--- src/rtl/usb_rx_fifo.sv ---
// Receive byte FIFO between the USB RX decoder and the AHB slave.
// Bytes stay pending until committed; only committed bytes are visible to the slave.
module usb_rx_fifo #(
  parameter int unsigned DEPTH = 64,
  parameter int unsigned AW    = 6,
  parameter int unsigned CW    = 7
) (
  input  logic          clk,
  input  logic          n_rst,
  input  logic          store_rx_packet_data,
  input  logic [7:0]    rx_packet_data,
  input  logic          rx_commit,
  input  logic          rx_discard,
  input  logic          get_rx_data,
  input  logic          clear,
  output logic [7:0]    rx_data,
  output logic [CW-1:0] buffer_occupancy,
  output logic          overflow,
  output logic          underflow
);

  localparam logic [CW-1:0] DEPTH_C = CW'(DEPTH);

  logic [7:0]    mem [DEPTH];
  logic [AW-1:0] rptr_q, cptr_q, wptr_q;
  logic [AW-1:0] rptr_d, cptr_d, wptr_d;
  logic [CW-1:0] ccnt_q, pcnt_q;
  logic [CW-1:0] ccnt_d, pcnt_d;
  logic          ovf_q, udf_q, ovf_d, udf_d;

  logic          full, do_store, do_pop;
  logic [AW-1:0] wptr_nx;
  logic [CW-1:0] ccnt_nx, pcnt_nx;

  // Full is judged on pre-edge counts, so a same-cycle pop never frees space.
  assign full     = (ccnt_q + pcnt_q) == DEPTH_C;
  assign do_store = store_rx_packet_data && !full;
  assign do_pop   = get_rx_data && (ccnt_q != '0);

  assign wptr_nx  = wptr_q + AW'(do_store);
  assign pcnt_nx  = pcnt_q + CW'(do_store);
  assign ccnt_nx  = ccnt_q - CW'(do_pop);

  always_comb begin
    rptr_d = rptr_q + AW'(do_pop);
    cptr_d = cptr_q;
    wptr_d = wptr_nx;
    ccnt_d = ccnt_nx;
    pcnt_d = pcnt_nx;
    ovf_d  = ovf_q || (store_rx_packet_data && full);
    udf_d  = udf_q || (get_rx_data && (ccnt_q == '0));
    if (clear) begin
      rptr_d = '0;
      cptr_d = '0;
      wptr_d = '0;
      ccnt_d = '0;
      pcnt_d = '0;
      ovf_d  = 1'b0;
      udf_d  = 1'b0;
    end else if (rx_discard) begin
      wptr_d = cptr_q;
      pcnt_d = '0;
    end else if (rx_commit) begin
      cptr_d = wptr_nx;
      ccnt_d = ccnt_nx + pcnt_nx;
      pcnt_d = '0;
    end
  end

  always_ff @(posedge clk or negedge n_rst) begin
    if (!n_rst) begin
      rptr_q <= '0;
      cptr_q <= '0;
      wptr_q <= '0;
      ccnt_q <= '0;
      pcnt_q <= '0;
      ovf_q  <= 1'b0;
      udf_q  <= 1'b0;
    end else begin
      rptr_q <= rptr_d;
      cptr_q <= cptr_d;
      wptr_q <= wptr_d;
      ccnt_q <= ccnt_d;
      pcnt_q <= pcnt_d;
      ovf_q  <= ovf_d;
      udf_q  <= udf_d;
    end
  end

  // Storage is deliberately not reset; the counts gate its visibility.
  always_ff @(posedge clk) begin
    if (do_store && !clear)
      mem[wptr_q] <= rx_packet_data;
  end

  assign rx_data          = (ccnt_q == '0) ? 8'h00 : mem[rptr_q];
  assign buffer_occupancy = ccnt_q;
  assign overflow         = ovf_q;
  assign underflow        = udf_q;

endmodule

--- config.mk ---
export PLATFORM = sky130hd
export DESIGN_NAME = usb_rx_fifo
export DESIGN_NICKNAME = d
export VERILOG_FILES = /design/src/rtl/usb_rx_fifo.sv
export SDC_FILE = /design/constraint.sdc
export NUM_CORES = 1
export LEC_CHECK = 0
export ABC_AREA = 1
export BUFFER_PORTS_ARGS = -buffer_cell sky130_fd_sc_hd__buf_4
export CAP_MARGIN = 20
export CORE_UTILIZATION = 65
export DETAILED_ROUTE_END_ITERATION = 6
export PLACE_DENSITY_LB_ADDON = 0.25
export REMOVE_ABC_BUFFERS = 1
export SLEW_MARGIN = 20
export SYNTH_ARGS = -nofsm -noshare
export SYNTH_HDL_FRONTEND = slang
export SYNTH_SLANG_ARGS = --single-unit
--- constraint.sdc ---
create_clock -name clk -period 12 [get_ports clk]
set_clock_uncertainty 0.05 [all_clocks]
set_input_delay 0 -clock clk [delete_from_list [all_inputs] [get_ports clk]]
set_output_delay 0 -clock clk [all_outputs]
set_load 0.01 [all_outputs]
==> flow_summary.yaml <==
logic_synthesis:
  synth_area_um2: 23500
  seq_area_frac_synth_pct: 69.1
  synth_warnings: 0
  netlist_instances: 2089
  ys_seq_elements: 546
  yosysMostFrequentCell: "nand2_1"
  async_flop_share_pct: 6.23
  ys_types: 41
  yosys.area.top_type: "edfxtp_1"
  netlist_top_cells_area: "edfxtp_1 (65%), nand2_1 (11%), nand3_1 (8.8%)"
  synth-edff-count: 512
  synth_flop_cell: "edfxtp_1"
  avgSynthCellArea_um2: 11.2
  synth_common_cells: "nand2_1 (685), edfxtp_1 (512), nand3_1 (415), nor2_1 (102), inv_1 (65)"
  synth_top_area_share_pct: 65.5
setup_path:
  reg2reg_setup_slack_ns: 7.15
  start_kind: "flop"
  cp_num_buf_inv: 2
  cp.required_ns: 12.41
  cp-end-kind: "flop"
  path_cells: "ha_1, fa_1, or2_1, nor2_1, nand3_1, nor2_2, nand3_4, and2_1, ha_1, ha_1, nand3_1, xor2_1, inv_1, ha_1, a21oi_1, nand3_1, or2_2, nand3_1, a31oi_1, dlygate4sd3_1"
  max_stage_delay_ns: 0.56
  path_delay_family: "simple AND/OR/NAND/NOR gates"
  path_max_fanout: 9
  cp_data_arrival_time_ns: 5.26
  crit_slowest_cell: "dlygate4sd3_1"
  crit_type: "flop to flop"
global_route:
  gr-total-overflow: 0
  grt_pass1_vias: 15400
  grt_usage_pct: 31.0
  grt_pass1_wl_um: 85400
  grt_max_degree: 152
  antenna_found_initial: 0
clock_tree:
  cts_tree: "yes"
  cts-root-buf: "clkbuf_16"
  htreeDepth: 2
  numCtsBuffers: 52
  clk_pin_slew_ns: 0.06
  cts_sinks: 546
  clkLatencyLatePin_ns: 0.59
  clock_path_buffers: 3
timing:
  period_needed_ns: 4.85
  timing.final.ws_setup_ns: 7.15
  post-route-period-util_pct: 40.4
  drv_slew: 0
  hold_viol: 0
  setup_viol: 0
  tns_ns: 0
  tightest_slew_ns: 1.16
  relSlewSlack_pct: 22.5
  fmax_mhz: 206
  rsz0062_at_grt: "no"
drt:
  vias: 15900
  firstDrtPassIters: 6
  wl_per_cell_um: 21.4
  ant_nets: 0
  via_per_inst: 6.16
  drt-initial-drc-count: 1718
  drt_wl_total_um: 55500
  drc: 0
flow_run:
  maxCapViolCount: 0
layout:
  fillCellCount: 2367
  seqCellArea_um2: 16200
  diodes: 0
  area_growth_pct: 9.08
  multi_input_area_um2: 6260
  drive_above_1_share_pct: 6.53
  fin_nets: 2128
  utilization_pct: 72.0
  final_area_um2: 25600
hold_path:
  hp-class: "input pin to flop"
floorplanning:
  start_util_pct: 66.0
  fp.dieW_um: 192
  dieArea_um2: 36900
  row_count: 69
  ios: 32
  core_um2: 35600
  fp.dieH_um: 192
placement:
  place_ws_ns: 7.69
  dp_hpwl_um: 31500
  gp_congestion: 0.871
  place_area_um2: 23700
  port-buffer-count: 31
run_status:
  status: "completed"
power:
  p_leak_uw: 0.00948
  pwr_density_cell_nw_per_um2: 197
  ir_drop_uv: 148
-- metrics by stage --
step | cells | hold WS (ns) | total power [uW]
floorplan | 1977 | -0.346 | 3020
finish | 2590 | 0.194 | 5040
CTS | 2588 | 0.155 | 5020
global placement | 2479 | -0.0722 | 3340
detailed placement | 2479 | -0.0683 | 3370
global route | 2590 | 0.199 | 5240
-- timing repair --
item	CTS	global route
setup endpoints to repair	0	0
buffers inserted	0	0
resized for setup	0	0
hold endpoints to repair	580	0
hold buffers	17	0
-- sequential cells by signal (all words and copies together), names as in the netlist --
signal and flops:
mem 512, overflow 1, rptr_q 6, wptr_q 6
underflow 1, buffer_occupancy 7, cptr_q 6, pcnt_q 7
-- worst register-to-register path: cells and delay by family (launching register included) --
family	cells	cell delay, ns
adders and majority gates	5	1.48
DFF	1	0.41
and+or+nand+nor	10	1.69
buffers and inverters	2	0.63
xor gates and xnor gates	1	0.23
AOI/OAI and AO/OA	2	0.25
-- metal layers --
metal  vias to the layer above  routed length (um)  part of all wire (%)  GRT usage [%]
met2                       881               26800                    48           49.4
met3                       130                5350                   9.6           5.65
met1                      7684               21400                    39           42.4
li1                       7248                   -                     -              -
met4                         0                1960                   3.5           12.6
met5                         -                   0                     0              0
-- layout make-up --
| cell class | instances | area share, % |
|---|---|---|
| inverter | 74 | 1.13 |
| multi-input combinational | 1357 | 24.4 |
| clock inverter | 28 | 1.23 |
| tap | 461 | 2.25 |
| clock buffer | 64 | 5.46 |
| timing repair buffer | 60 | 2.09 |
| sequential | 546 | 63.4 |
-- cell families (layout without fill, tap and decap cells) --
group,after synthesis,count (layout),synth area share [%]
and+or+nand+nor,1240,1240,22.9
buffers and inverters,186,226,4.23
muxes,1,1,0.0426
adders and majority gates,22,22,1.24
DFF,546,546,69.1
xor gates and xnor gates,15,15,0.560
AOI/OAI and AO/OA,79,79,1.89
-- report_power, final --
group | internal [uW] | switching, uW | leakage, uW
combinational | 369 | 849 | 0.00357
sequential | 2100 | 59.6 | 0.00506
clock | 973 | 680 | 0.000846
-- layout by cell type (no fill, tap or decap), drive strengths merged, types with 13 or more instances in the layout --
master       instances
nand2              685
inv                 69
nor2               104
edfxtp             512
buf                 44
ha                  20
xor2                14
dfrtp               34
clkbuf              64
clkinv              26
nand4               13
dlygate4sd3         16
a21oi               33
nand3              417
o21ai               23
nor3                14
-- worst paths after layout --
check / startpoint / depth (start not counted) / to
max: buffer_occupancy[0] / 20 / buffer_occupancy[5]
min: clear / 3 / rptr_q[1]
min reg2reg: cptr_q[3] / 2 / cptr_q[3]
max in group asynchronous: n_rst / 4 / rptr_q[0]
max reg2reg: buffer_occupancy[0] / 20 / buffer_occupancy[5]
min in group asynchronous: n_rst / 4 / underflow
Note: power is estimated with default switching activity, not from simulation.
